## config.mk

```make
export PLATFORM = sky130hd
export DESIGN_NAME = fib_arbiter
export DESIGN_NICKNAME = d
export VERILOG_FILES = /design/src/rtl/fib_arbiter.sv
export SDC_FILE = /design/constraint.sdc
export NUM_CORES = 1
export LEC_CHECK = 0
export ABC_AREA = 0
export CAP_MARGIN = 40
export CORE_MARGIN = 2
export CORE_UTILIZATION = 44
export DETAILED_ROUTE_END_ITERATION = 10
export GPL_ROUTABILITY_DRIVEN = 0
export PLACE_DENSITY = 0.82
export SETUP_SLACK_MARGIN = 0.5
export SLEW_MARGIN = 20
export SYNTH_ARGS = -nofsm -noshare
export SYNTH_HDL_FRONTEND = slang
export SYNTH_SLANG_ARGS = --single-unit
```

## constraint.sdc

```tcl
create_clock -name clk -period 6 [get_ports clk]
set_input_delay 1.2 -clock clk [delete_from_list [all_inputs] [get_ports clk]]
set_output_delay 1.2 -clock clk [all_outputs]
set_load 0.005 [all_outputs]
```

## src/rtl/fib_arbiter.sv

```systemverilog
// fib_arbiter: shares one Fibonacci core among NUM_REQ requesters.
// Requests are granted round-robin, and the core go/done handshake is sequenced.
// The core's result and overflow are returned to the requester that was granted.
// The optional core-response watchdog is built when FIB_ARBITER_TIMEOUT_EN is defined.
module fib_arbiter #(
  parameter int NUM_REQ        = 4,
  parameter int INPUT_WIDTH    = 6,
  parameter int OUTPUT_WIDTH   = 32,
  parameter int TIMEOUT_CYCLES = 1024
) (
  input  logic                           clk,
  input  logic                           rst,
  input  logic [NUM_REQ-1:0]             req_valid,
  input  logic [NUM_REQ*INPUT_WIDTH-1:0] req_n,
  output logic [NUM_REQ-1:0]             req_ready,
  output logic [NUM_REQ-1:0]             rsp_valid,
  output logic [OUTPUT_WIDTH-1:0]        rsp_result,
  output logic                           rsp_overflow,
  output logic                           rsp_error,
  output logic                           busy,
  output logic                           core_go,
  output logic [INPUT_WIDTH-1:0]         core_n,
  input  logic [OUTPUT_WIDTH-1:0]        core_result,
  input  logic                           core_overflow,
  input  logic                           core_done
);

  localparam int PTR_W = (NUM_REQ > 1) ? $clog2(NUM_REQ) : 1;

  typedef enum logic [2:0] {
    IDLE      = 3'd0,
    ISSUE     = 3'd1,
    WAIT_CLR  = 3'd2,
    WAIT_DONE = 3'd3,
    RESPOND   = 3'd4
  } state_t;

  state_t                 state_r;
  logic [PTR_W-1:0]       ptr_r;
  logic [PTR_W-1:0]       owner_r;
  logic [PTR_W-1:0]       pick_s;
  logic [INPUT_WIDTH-1:0] pick_n_s;
  logic                   any_req_s;
  logic                   timeout_s;

  if (NUM_REQ < 2 || NUM_REQ > 8 || TIMEOUT_CYCLES < 1) begin : g_param_check
    $error("fib_arbiter: unsupported parameter set");
  end

  function automatic logic [NUM_REQ-1:0] to_onehot(input logic [PTR_W-1:0] idx);
    to_onehot = {{(NUM_REQ-1){1'b0}}, 1'b1} << idx;
  endfunction

  function automatic logic [PTR_W-1:0] next_ptr(input logic [PTR_W-1:0] idx);
    if (int'(idx) == NUM_REQ - 1) next_ptr = '0;
    else                          next_ptr = idx + PTR_W'(1);
  endfunction

  // First set request bit searching upward from start, wrapping at NUM_REQ
  function automatic logic [PTR_W-1:0] rr_pick(input logic [NUM_REQ-1:0] vec,
                                               input logic [PTR_W-1:0]   start);
    int   idx;
    logic found;
    rr_pick = start;
    found   = 1'b0;
    for (int k = 0; k < NUM_REQ; k++) begin
      idx = int'(start) + k;
      if (idx >= NUM_REQ) idx = idx - NUM_REQ;
      else                idx = idx;
      if (!found && vec[PTR_W'(idx)]) begin
        found   = 1'b1;
        rr_pick = PTR_W'(idx);
      end else begin
        found   = found;
      end
    end
  endfunction

  // Winner of round-robin arbitration and its operand slice
  always_comb begin
    any_req_s = |req_valid;
    pick_s    = rr_pick(req_valid, ptr_r);
    pick_n_s  = '0;
    for (int k = 0; k < NUM_REQ; k++) begin
      if (pick_s == PTR_W'(k)) pick_n_s = req_n[k*INPUT_WIDTH +: INPUT_WIDTH];
      else                     pick_n_s = pick_n_s;
    end
  end

`ifdef FIB_ARBITER_TIMEOUT_EN
  localparam int CNT_W = $clog2(TIMEOUT_CYCLES + 1);

  logic [CNT_W-1:0] wd_cnt_r;
  logic             wd_limit_s;

  // Watchdog expiry; a done arriving in the expiry cycle still wins
  always_comb begin
    wd_limit_s = (wd_cnt_r == CNT_W'(TIMEOUT_CYCLES - 1));
    case (state_r)
      WAIT_CLR:  timeout_s = wd_limit_s;
      WAIT_DONE: timeout_s = wd_limit_s && !core_done;
      default:   timeout_s = 1'b0;
    endcase
  end

  // Count core-wait cycles for the current job and flag an expired response
  always_ff @(posedge clk or posedge rst) begin
    if (rst) begin
      wd_cnt_r  <= '0;
      rsp_error <= 1'b0;
    end else begin
      rsp_error <= timeout_s;
      if (state_r == ISSUE) begin
        wd_cnt_r <= '0;
      end else if ((state_r == WAIT_CLR || state_r == WAIT_DONE) && !timeout_s) begin
        wd_cnt_r <= wd_cnt_r + CNT_W'(1);
      end else begin
        wd_cnt_r <= wd_cnt_r;
      end
    end
  end
`else
  assign timeout_s = 1'b0;
  assign rsp_error = 1'b0;
`endif

  // Arbitrate, sequence the core handshake and register every response output
  always_ff @(posedge clk or posedge rst) begin
    if (rst) begin
      state_r      <= IDLE;
      ptr_r        <= '0;
      owner_r      <= '0;
      req_ready    <= '0;
      rsp_valid    <= '0;
      rsp_result   <= '0;
      rsp_overflow <= 1'b0;
      busy         <= 1'b0;
      core_go      <= 1'b0;
      core_n       <= '0;
    end else begin
      case (state_r)
        IDLE: begin
          rsp_valid <= '0;
          if (any_req_s) begin
            req_ready <= to_onehot(pick_s);
            owner_r   <= pick_s;
            core_n    <= pick_n_s;
            core_go   <= 1'b1;
            busy      <= 1'b1;
            ptr_r     <= next_ptr(pick_s);
            state_r   <= ISSUE;
          end else begin
            req_ready <= '0;
            core_go   <= 1'b0;
            busy      <= 1'b0;
            state_r   <= IDLE;
          end
        end
        ISSUE: begin
          req_ready <= '0;
          core_go   <= 1'b0;
          state_r   <= WAIT_CLR;
        end
        WAIT_CLR: begin
          // A done still high here belongs to the previous job
          if (timeout_s) begin
            rsp_valid    <= to_onehot(owner_r);
            rsp_result   <= '0;
            rsp_overflow <= 1'b0;
            state_r      <= RESPOND;
          end else if (!core_done) begin
            state_r <= WAIT_DONE;
          end else begin
            state_r <= WAIT_CLR;
          end
        end
        WAIT_DONE: begin
          if (core_done) begin
            rsp_valid    <= to_onehot(owner_r);
            rsp_result   <= core_result;
            rsp_overflow <= core_overflow;
            state_r      <= RESPOND;
          end else if (timeout_s) begin
            rsp_valid    <= to_onehot(owner_r);
            rsp_result   <= '0;
            rsp_overflow <= 1'b0;
            state_r      <= RESPOND;
          end else begin
            state_r <= WAIT_DONE;
          end
        end
        RESPOND: begin
          rsp_valid <= '0;
          busy      <= 1'b0;
          state_r   <= IDLE;
        end
        default: begin
          req_ready <= '0;
          rsp_valid <= '0;
          core_go   <= 1'b0;
          busy      <= 1'b0;
          state_r   <= IDLE;
        end
      endcase
    end
  end

endmodule

```

==> metrics.md, run 1 <==
| Metric | Value |
|---|---|
| Top-area cell type share of the netlist area | `54.9%` |
| Hold path startpoint | `rsp_result[29]` |
| Cell taking the most area after synthesis | `dfrtp_1` |
| Critical path class | `input pin to flip-flop` |
| # IOs | `114` |
| Root Buffer | `clkbuf_8` |
| Hold Path Stages | `2` |
| Switching part of the total | `35.2%` |
| RR Startpoint | `ptr_r[1]` |
| Cells after Synth | `267` |
| Worst-Skew Late Latency | `0.30 ns` |
| CTS Buf Count | `5` |
| Post-CTS Setup Bufs | `0` |
| Vias per cell | `5.06` |
| Cell Area, Placed | `3730 µm²` |
| Row Count | `27` |
| Initial antenna violation count | `0` |
| Fin crit period | `3.40 ns` |
| Largest net degree at the start of global routing | `57` |
| Starting DRT DRC Count | `137` |
| Startpoint types | `input pin` |
| Tightest Hold Check Type | `flip-flop to flip-flop` |
| Pint | `0.00112 W` |
| # nets final | `443` |
| Total grt overflow | `0` |
| Max_slew headroom | `50.5%` |
| CTS clk-pin slew, worst paths | `0.10 ns` |
| DR vias | `2,265` |
| Crit Path Max Fanout | `13` |
| Synth warn | `0` |
| Hold endpoint | `rsp_result[29]` |
| Antenna Cells | `0` |
| Die Span Y | `80.1 µm` |
| DR pass1 iterations | `4` |
| Layout cells sized above 1 | `6.12%` |
| Period utilization | `56.7%` |
| Final setup violation count | `0` |
| Comb power frac | `49.5%` |
| Worst Path Arrival | `3.63 ns` |
| First-pass GRT wire length | `10,000 µm` |
| Number of global-route vias before repair | `2,129` |
| Fin. max-slew vios | `0` |
| Measured slew at the worst slew-check pin | `0.742 ns` |
| Sequential power share | `38.3%` |
| Clock power frac | `12.2%` |
| Die area | `6420 µm²` |
| Die X | `80.1 µm` |
| CTS-repair resized insts | `0` |
| Syn Nets | `335` |
| GRT Total Usage | `19.8%` |
| Post-Route WL | `6140 µm` |
| RSZ-0062 raised after global routing | `no` |
| P_sw | `0.000610 W` |
| Core Region | `5540 µm²` |
| Seq/Total Area, Yosys | `54.9%` |
| Pwr Density | `454 nW/µm²` |
| Final instance area | `3820 µm²` |
| CTS tree | `built` |
| Clock Skew | `0.0120 ns` |
| Max Clock Freq | `294 MHz` |
| Clock Sinks | `56` |
| Status | `completed` |
| Maximum clock path buffer count | `2` |
| Distinct cells, synth | `38` |
| P_leak | `1.75 nW` |
| Worst Path Required | `6.23 ns` |
| Mapped Area | `2550 µm²` |
| HPWL Detailed | `4560 µm` |
| Worst setup path startpoint | `req_valid[0]` |
| Pre-CTS worst setup slack | `2.31 ns` |
| Maxcap violations | `0` |
| R2R Setup Slk | `3.63 ns` |
| Worst setup margin | `2.60 ns` |
| H-tree depth | `2` |
| Area growth, synth to finish | `49.9%` |
| Top area cells in the synthesized netlist | `dfrtp_1, nand2_1, a31oi_2, a21oi_1, a221o_1` |
| Port bufs | `112` |
| Flops & latches, synth | `56` |
| Final setup TNS | `0 ns` |
| VDD IR-drop max | `0.000209 V` |
| Syn avg cell area | `9.56 µm²` |
| Reg2Reg Capture Point | `core_n[4]` |
| Antenna Nets Post-Route | `0` |
| Most common cell after layout, fill and taps aside | `clkdlybuf4s50_1` |
| Cell count of the worst reg-to-reg path | `7` |
| Most frequent cells in the layout | `clkdlybuf4s50_1, nand2_1, dfrtp_1, a21oi_1, a31oi_2` |
| Hold_buf cts | `0` |
| Starting Density | `46.0%` |
| Drt drc | `0` |
| CP endpoint kind | `flip-flop` |
| Wirelength per Cell | `13.7 µm` |
| Final Hold Fails | `0` |
==> kinds of logic (layout without fill, tap and decap cells) <==
family	Yosys count	count (layout)	synth area share, %
fa+ha+maj	4	4	1.96
other cells	1	1	0.147
buf+inv	21	130	4.02
compound gates	47	47	15.0
flops	56	56	54.9
mux	1	1	0.588
simple gates	137	137	23.4
==> cells in the mapped netlist (all sizes together) <==
| master | count |
|---|---|
| a21bo | 1 |
| a21boi | 1 |
| a21o | 2 |
| a21oi | 15 |
| a221o | 6 |
| a22o | 5 |
| a22oi | 1 |
| a31oi | 7 |
| a32o | 1 |
| a41o | 1 |
| a41oi | 1 |
| and2 | 2 |
| and3 | 2 |
| and3b | 1 |
| buf | 7 |
| clkbuf | 6 |
| clkinv | 1 |
| conb | 1 |
| dfrtp | 56 |
| ha | 4 |
| inv | 7 |
| mux2 | 1 |
| nand2 | 108 |
| nand2b | 1 |
| nand3 | 1 |
| nand3b | 6 |
| nand4b | 1 |
| nor2 | 4 |
| nor2b | 4 |
| nor3 | 4 |
| o21ai | 3 |
| o21bai | 2 |
| o2bb2ai | 1 |
| or2 | 1 |
| or4 | 2 |
==> layout make-up <==
| type | count | area, µm² |
|---|---|---|
| clock inverters | 3 | 27.5 |
| repair buffers | 114 | 1160 |
| inverters | 8 | 32.5 |
| fillers | 428 | 1720 |
| clock buffers | 5 | 68.8 |
| flip-flops and latches | 56 | 1400 |
| well taps | 72 | 90.1 |
| multi-input cells | 190 | 1050 |
==> how the worst max path moves through the flow <==
stage,to,slack (ns),cells past startpoint
floorplan,core_n[0],2.91,8
global placement,rsp_valid[3],2.33,5
detailed placement,core_n[3],2.31,8
CTS,core_n[1],2.63,8
global route,core_n[4],2.42,8
finish,core_n[1],2.60,8
==> critical path, stage by stage <==
cell	delay (ns)
clkdlybuf4s50_1	0.47
or2_2	0.32
a22oi_1	0.35
and3_1	0.26
ha_1	0.39
a21oi_1	0.14
a221o_1	0.35
a31oi_2	0.15
==> metrics by stage <==
step                hold WS, ns  total power [W]  cells  utilization (%)
floorplan                 0.470          0.00109    267                -
global placement          0.456          0.00150    439             66.7
detailed placement        0.461          0.00154    440             67.3
CTS                       0.488          0.00176    448             69.0
global route              0.511          0.00188    448             69.0
finish                    0.483          0.00174    448             69.0
==> routing by layer <==
metal	global-route usage [%]	vias to the layer above	share of wire (%)
met5	0	-	0
met4	2.54	0	0.29
met3	5.84	2	11
met2	31.9	104	46
met1	27.2	1058	43
li1	-	1101	-
==> sequential cells by signal, indices dropped and copies added (netlist names) <==
name / cells
state_r: 3
rsp_result: 32
core_n: 6
owner_r: 2
req_ready: 4
core_go: 1
busy: 1
rsp_overflow: 1
rsp_valid: 4
ptr_r: 2
==> power groups by stage <==
| stage | Combinational (W) | Clock (W) | Sequential [W] |
|---|---|---|---|
| floorplan | 0.000424 | 0 | 0.000670 |
| CTS | 0.000872 | 0.000219 | 0.000665 |
| global placement | 0.000837 | 0 | 0.000663 |
| detailed placement | 0.000867 | 0 | 0.000670 |
| finish | 0.000859 | 0.000213 | 0.000664 |
| global route | 0.000952 | 0.000240 | 0.000689 |
Note: power is estimated with default switching activity, not from simulation.
==> inputs of run 2 (changes only) <==
Settings changed: CORE_UTILIZATION 44 to 38, PLACE_DENSITY 0.82 to 0.75.
Clock period 6 ns to 2.9 ns, I/O delays scaled along.
==> metrics.md, run 2 (synthesis results as in run 1) <==
| Metric | Value |
|---|---|
| Status | `completed` |
| Pre-CTS worst setup slack | `-0.123 ns (-2.43 ns)` |
| Placed cells | `454 (+3.2%)` |
| Core Region | `6420 µm² (+16%)` |
| Fin. max-slew vios | `0 (unchanged)` |
| Wirelength per Cell | `14.0 µm (+2.1%)` |
| Most common cell after layout, fill and taps aside | `clkdlybuf4s50_1` |
| Clock Sinks | `56 (unchanged)` |
| Max_slew headroom | `51.1% (+0.52 points)` |
| Pwr Density | `962 nW/µm² (+110%)` |
| Largest net degree at the start of global routing | `57 (unchanged)` |
| DR pass1 iterations | `4 (unchanged)` |
| Row Count | `29 (+7.4%)` |
| Layout cells sized above 1 | `11.6% (+5.5 points)` |
| Highest Signal Layer | `met4` |
| Number of global-route vias before repair | `2,282 (+7.2%)` |
| Area growth, synth to finish | `55.6%` |
| Register area | `1400 µm² (about the same)` |
| Max Clock Freq | `430 MHz` |
| CTS Buf Count | `5 (unchanged)` |
| Maximum clock path buffer count | `2 (unchanged)` |
| Most frequent cells in the layout | `clkdlybuf4s50_1, nand2_1, dfrtp_1, a21oi_1, buf_4` |
| Critical path class | `input pin to flip-flop` |
| Period utilization | `80.1%` |
| RSZ-0062 raised after global routing | `yes` |
| Post-Route WL | `6490 µm (+5.7%)` |
| GRT Total Usage | `18.0% (-1.8 points)` |
| Wl on met1 | `2940 µm (+10%)` |
| CTS tree | `built` |
| CTS clk-pin slew, worst paths | `0.09 ns (about the same)` |
| Measured slew at the worst slew-check pin | `0.734 ns (-0.00777 ns)` |
| Fin crit period | `2.32 ns` |
| Met3 wire length | `548 µm (-15%)` |
| Port bufs | `112 (unchanged)` |
| VDD IR-drop max | `0.000395 V (+89%)` |
| Tightest Hold Check Type | `flip-flop to flip-flop` |
| Worst Path Arrival | `2.55 ns (-1.08 ns)` |
| Met2 WL | `2930 µm (+4.1%)` |
| Startpoint types | `input pin` |
| # nets final | `454 (+2.5%)` |
| Worst Path Required | `3.13 ns (-3.10 ns)` |
| Initial antenna violation count | `0 (unchanged)` |
| First-pass GRT wire length | `10,800 µm (+7.3%)` |
| Final setup TNS | `0 ns (unchanged)` |
| Maxcap violations | `0 (unchanged)` |
| Vias per cell | `5.00 (-1.1%)` |
| Root Buffer | `clkbuf_8` |
| H-tree depth | `2 (unchanged)` |
| Largest Register | `rsp_result` |
| CP endpoint kind | `flip-flop` |
| Starting DRT DRC Count | `44 (-68%)` |
| Worst-Skew Late Latency | `0.30 ns (about the same)` |
| Fin cells | `464 (+3.6%)` |
| P_leak | `1.82 nW (+4.0%)` |
| Die area | `7380 µm² (+15%)` |
| Die Span Y | `85.9 µm (+7.2%)` |
| Final setup violation count | `0 (unchanged)` |
| Crit Path Max Fanout | `13 (unchanged)` |
| Drt drc | `0 (unchanged)` |
| Antenna Cells | `0 (unchanged)` |
| Die X | `85.9 µm (+7.2%)` |
| Final Hold Fails | `0 (unchanged)` |
| Worst setup path startpoint | `req_valid[1]` |
| Worst setup margin | `0.576 ns (-2.02 ns)` |
| Area of the multi-input gates | `1090 µm² (+4.4%)` |
| Largest regs | `rsp_result x32, core_n x6` |
| DR vias | `2,319 (+2.4%)` |
| Largest register FFs | `32 (unchanged)` |
| # IOs | `114 (unchanged)` |
| HPWL Detailed | `4770 µm (+4.7%)` |
| Clock Skew | `0.00357 ns (-0.00843 ns)` |
| Starting Density | `39.7% (-6.3 points)` |
| Antenna Nets Post-Route | `0 (unchanged)` |
| Hold path startpoint | `rsp_result[17]` |
| Number of fill cells | `526 (+23%)` |
| Total grt overflow | `0 (unchanged)` |
| RR Startpoint | `ptr_r[1]` |
run 2: metrics by stage:
stage	cell area (µm²)	hold slack (ns)	power (W)	utilization (%)
finish	3970	0.479	0.00382	61.8
CTS	3960	0.485	0.00384	61.6
global route	3970	0.508	0.00413	61.8
global placement	3800	0.457	0.00318	59.1
floorplan	2560	0.470	0.00228	-
detailed placement	3800	0.461	0.00324	59.1
run 2: path summary, 6_finish.rpt:
path                             endpoint  slack, ns  cells after the start
setup / recovery                core_n[2]       0.58                      9
max in group asynchronous        ptr_r[1]       1.60                      3
min in group asynchronous  rsp_result[17]       0.80                      3
hold / removal             rsp_result[17]       0.48                      2
setup reg to reg                core_n[3]       0.59                      7
hold reg to reg            rsp_result[17]       0.48                      2
run 2: power breakdown:
| part | total [W] | switching, W | internal [W] | leakage (nW) |
|---|---|---|---|---|
| registers | 0.00137 | 0.000235 | 0.00114 | 0.697 |
| clock network | 0.000543 | 0.000238 | 0.000305 | 0.0645 |
| logic | 0.00190 | 0.000802 | 0.00110 | 1.06 |
| total | 0.00382 | 0.00127 | 0.00254 | 1.82 |
run 2: timing repair:
item                                    in CTS  in global routing
setup buffers                                0                  2
pin swaps                                    0                  2
resized for setup                            9                  7
endpoints found under the setup margin       6                  6
hold buffers                                 0                  0
run 2: cell type report:
cell class,count,area share [%]
repair buffers,125,30.7
multi-input cells,190,27.6
inverters,8,0.757
clock inverters,1,0.757
clock buffers,7,2.43
flip-flops and latches,56,35.3
well taps,77,2.43
run 2: layer usage:
layer / GRT usage [%] / vias to the layer above
met3: 5.29 / 9
li1: - / 1123
met4: 3.75 / 0
met2: 29.3 / 90
met1: 23.8 / 1097
met5: 0 / -
run 2: critical path: stages:
cell             delay (ns)
clkdlybuf4s50_1        0.47
nor2_2                 0.18
o21bai_1               0.16
and3_4                 0.23
buf_4                  0.13
ha_1                   0.22
buf_12                 0.15
a221o_1                0.28
a31oi_2                0.16
==> inputs of run 3 (changes only) <==
Clock period 2.9 ns to 2.05 ns, I/O delays scaled along.
==> metrics.md, run 3 (synthesis results as in run 1) <==
| Metric | Value |
|---|---|
| Status | `finished with violations` |
| Failing checks | `negative setup slack` |
| Crit path cell chain | `buf_4, nor2b_1, o21bai_1, and3_4, ha_4, buf_6, buf_6, a21oi_2, a221o_1, a31oi_2` |
| Switching part of the total | `35.5% (+2.1 points)` |
| Largest net degree at the start of global routing | `57 (unchanged)` |
| Critical path class | `flip-flop to flip-flop` |
| Die Span Y | `85.9 µm (unchanged)` |
| CTS Buf Count | `5 (unchanged)` |
| Tightest Hold Check Type | `flip-flop to flip-flop` |
| Die X | `85.9 µm (unchanged)` |
| Pre-CTS worst setup slack | `-0.639 ns (-0.516 ns)` |
| Area of the multi-input gates | `1130 µm² (+3.7%)` |
| Wirelength per Cell | `13.9 µm (-0.49%)` |
| Fin. max-slew vios | `0 (unchanged)` |
| Max Clock Freq | `482 MHz` |
| Clock Sinks | `56 (unchanged)` |
| DR pass1 iterations | `4 (unchanged)` |
| First-pass GRT wire length | `11,600 µm (+7.3%)` |
| # IOs | `114 (unchanged)` |
| P_leak | `2.07 nW (+14%)` |
| Vias per cell | `4.90 (-1.9%)` |
| Crit Path Max Fanout | `7 (-6)` |
| Antenna Nets Post-Route | `0 (unchanged)` |
| Largest Register | `rsp_result` |
| Clock Skew | `0.00904 ns (+0.00547 ns)` |
| Pint | `0.00344 W (+35%)` |
| Met3 wire length | `615 µm (+12%)` |
| Reg2Reg Capture Point | `core_n[0]` |
| RSZ-0062 raised after global routing | `yes` |
| Comb power frac | `52.3% (+2.5 points)` |
| Hold path startpoint | `rsp_result[23]` |
| Wl on met1 | `2930 µm (-0.31%)` |
| Period utilization | `101%` |
| Number of fill cells | `530 (+0.76%)` |
| Total grt overflow | `0 (unchanged)` |
| Largest regs | `rsp_result x32, core_n x6` |
| Starting DRT DRC Count | `100 (+130%)` |
| Maxcap violations | `0 (unchanged)` |
| Antenna Cells | `0 (unchanged)` |
| Pwr Density | `1290 nW/µm² (+34%)` |
| CP endpoint kind | `flip-flop` |
| Cell count of the worst reg-to-reg path | `10 (+3)` |
| Register area | `1400 µm² (about the same)` |
| Sequential power share | `36.1% (about the same)` |
| Fin crit period | `2.07 ns` |
| RR Startpoint | `ptr_r[1]` |
| Buffer and inverter count on the worst path | `3 (unchanged)` |
| Most common cell after layout, fill and taps aside | `nand2_1` |
| GRT Total Usage | `19.4% (+1.4 points)` |
| Row Count | `29 (unchanged)` |
| H-tree depth | `2 (unchanged)` |
| Worst Path Required | `2.27 ns (-0.86 ns)` |
| Root Buffer | `clkbuf_8` |
| # nets final | `479 (+5.5%)` |
| Worst-Skew Late Latency | `0.30 ns (about the same)` |
| Core Region | `6420 µm² (unchanged)` |
| Area growth, synth to finish | `62.2%` |
| Crit-path max cell delay | `0.39 ns (-0.08 ns)` |
| Final Hold Fails | `0 (unchanged)` |
| Port bufs | `112 (unchanged)` |
| CTS clk-pin slew, worst paths | `0.09 ns (about the same)` |
| Hold WS | `0.478 ns (-0.00105 ns)` |
| Hold Path Stages | `2 (unchanged)` |
| Layout cells sized above 1 | `17.0% (+5.4 points)` |
| P_sw | `0.00189 W (+48%)` |
| Highest Signal Layer | `met4` |
| VDD IR-drop max | `0.000592 V (+50%)` |
| HPWL Detailed | `4990 µm (+4.7%)` |
| Slowest CP cell | `dfrtp_1` |
| Hold_buf cts | `0 (unchanged)` |
| Most frequent cells in the layout | `nand2_1, clkdlybuf4s50_1, dfrtp_1, dlygate4sd2_1, buf_4` |
| Starting Density | `39.7% (unchanged)` |
| Met2 WL | `3180 µm (+8.5%)` |
| Worst setup margin | `-0.0238 ns (-0.600 ns)` |
| CTS tree | `built` |
| Post-Route WL | `6810 µm (+4.9%)` |
| Final setup violation count | `5 (+5)` |
| Drt drc | `0 (unchanged)` |
| Startpoint types | `flip-flop` |
| Largest register FFs | `32 (unchanged)` |
| Worst Path Arrival | `2.30 ns (-0.25 ns)` |
| Number of global-route vias before repair | `2,427 (+6.4%)` |
| Die area | `7380 µm² (unchanged)` |
| Most frequent CP cell | `buf_6` |
| R2R Setup Slk | `-0.02 ns (-0.61 ns)` |
| Initial antenna violation count | `0 (unchanged)` |
| CP top delay family | `compound AO/OA/AOI/OAI gates` |
| Maximum clock path buffer count | `2 (unchanged)` |
| Clock power frac | `11.5% (-2.7 points)` |
| Hold endpoint | `rsp_result[23]` |
| DR vias | `2,397 (+3.4%)` |
## run 3: cell type report
cell class	instances	share of cell area [%]
Sequential cell	56	33.9
Multi-Input combinational cell	190	27.4
Inverter	8	0.816
Clock inverter	1	0.181
Clock buffer	7	2.09
Tap cell	77	2.33
Timing Repair Buffer	150	33.3
## run 3: metrics by stage
stage	power [W]	area [µm²]	util [%]	instances	setup TNS (ns)
after floorplan	0.00331	2630	-	267	-0.368
after global placement	0.00470	3940	61.3	465	-4.94
after detailed placement	0.00479	3940	61.3	465	-5.80
after CTS	0.00535	4120	64.2	488	-0.0113
after global routing	0.00577	4140	64.4	489	-0.629
final	0.00532	4140	64.4	489	-0.0568
## run 3: tightest hold or removal path, delay by kind of cell (launching register included)
family | cells | cell delay, ns
flops | 1 | 0.35
simple gates | 2 | 0.11
## run 3: metal layers
metal | vias up | track usage [%]
li1 | 1175 | -
met1 | 1101 | 25.9
met2 | 112 | 31.6
met4 | 0 | 4.91
met5 | - | 0
met3 | 9 | 4.91
## run 3: timing repair
action	4_1_cts	5_1_grt
resized for setup	67	3
setup endpoints to repair	66	15
pin swaps	4	5
setup buffers	15	1
## run 3: worst max-delay path by stage
| stage | start | end | cells after the start |
|---|---|---|---|
| after floorplan | req_valid[0] | core_n[0] | 8 |
| after global placement | req_valid[3] | core_n[4] | 8 |
| after detailed placement | req_valid[3] | core_n[2] | 8 |
| after CTS | ptr_r[1] | core_n[0] | 9 |
| after global routing | ptr_r[1] | core_n[1] | 10 |
| final | ptr_r[1] | core_n[0] | 10 |
## run 3: power by group through the flow
| stage | sequential, W | clock (W) | combinational, W |
|---|---|---|---|
| after floorplan | 0.00196 | 0 | 0.00135 |
| after global placement | 0.00193 | 0 | 0.00277 |
| after detailed placement | 0.00196 | 0 | 0.00283 |
| after CTS | 0.00192 | 0.000639 | 0.00279 |
| after global routing | 0.00199 | 0.000696 | 0.00308 |
| final | 0.00192 | 0.000614 | 0.00279 |
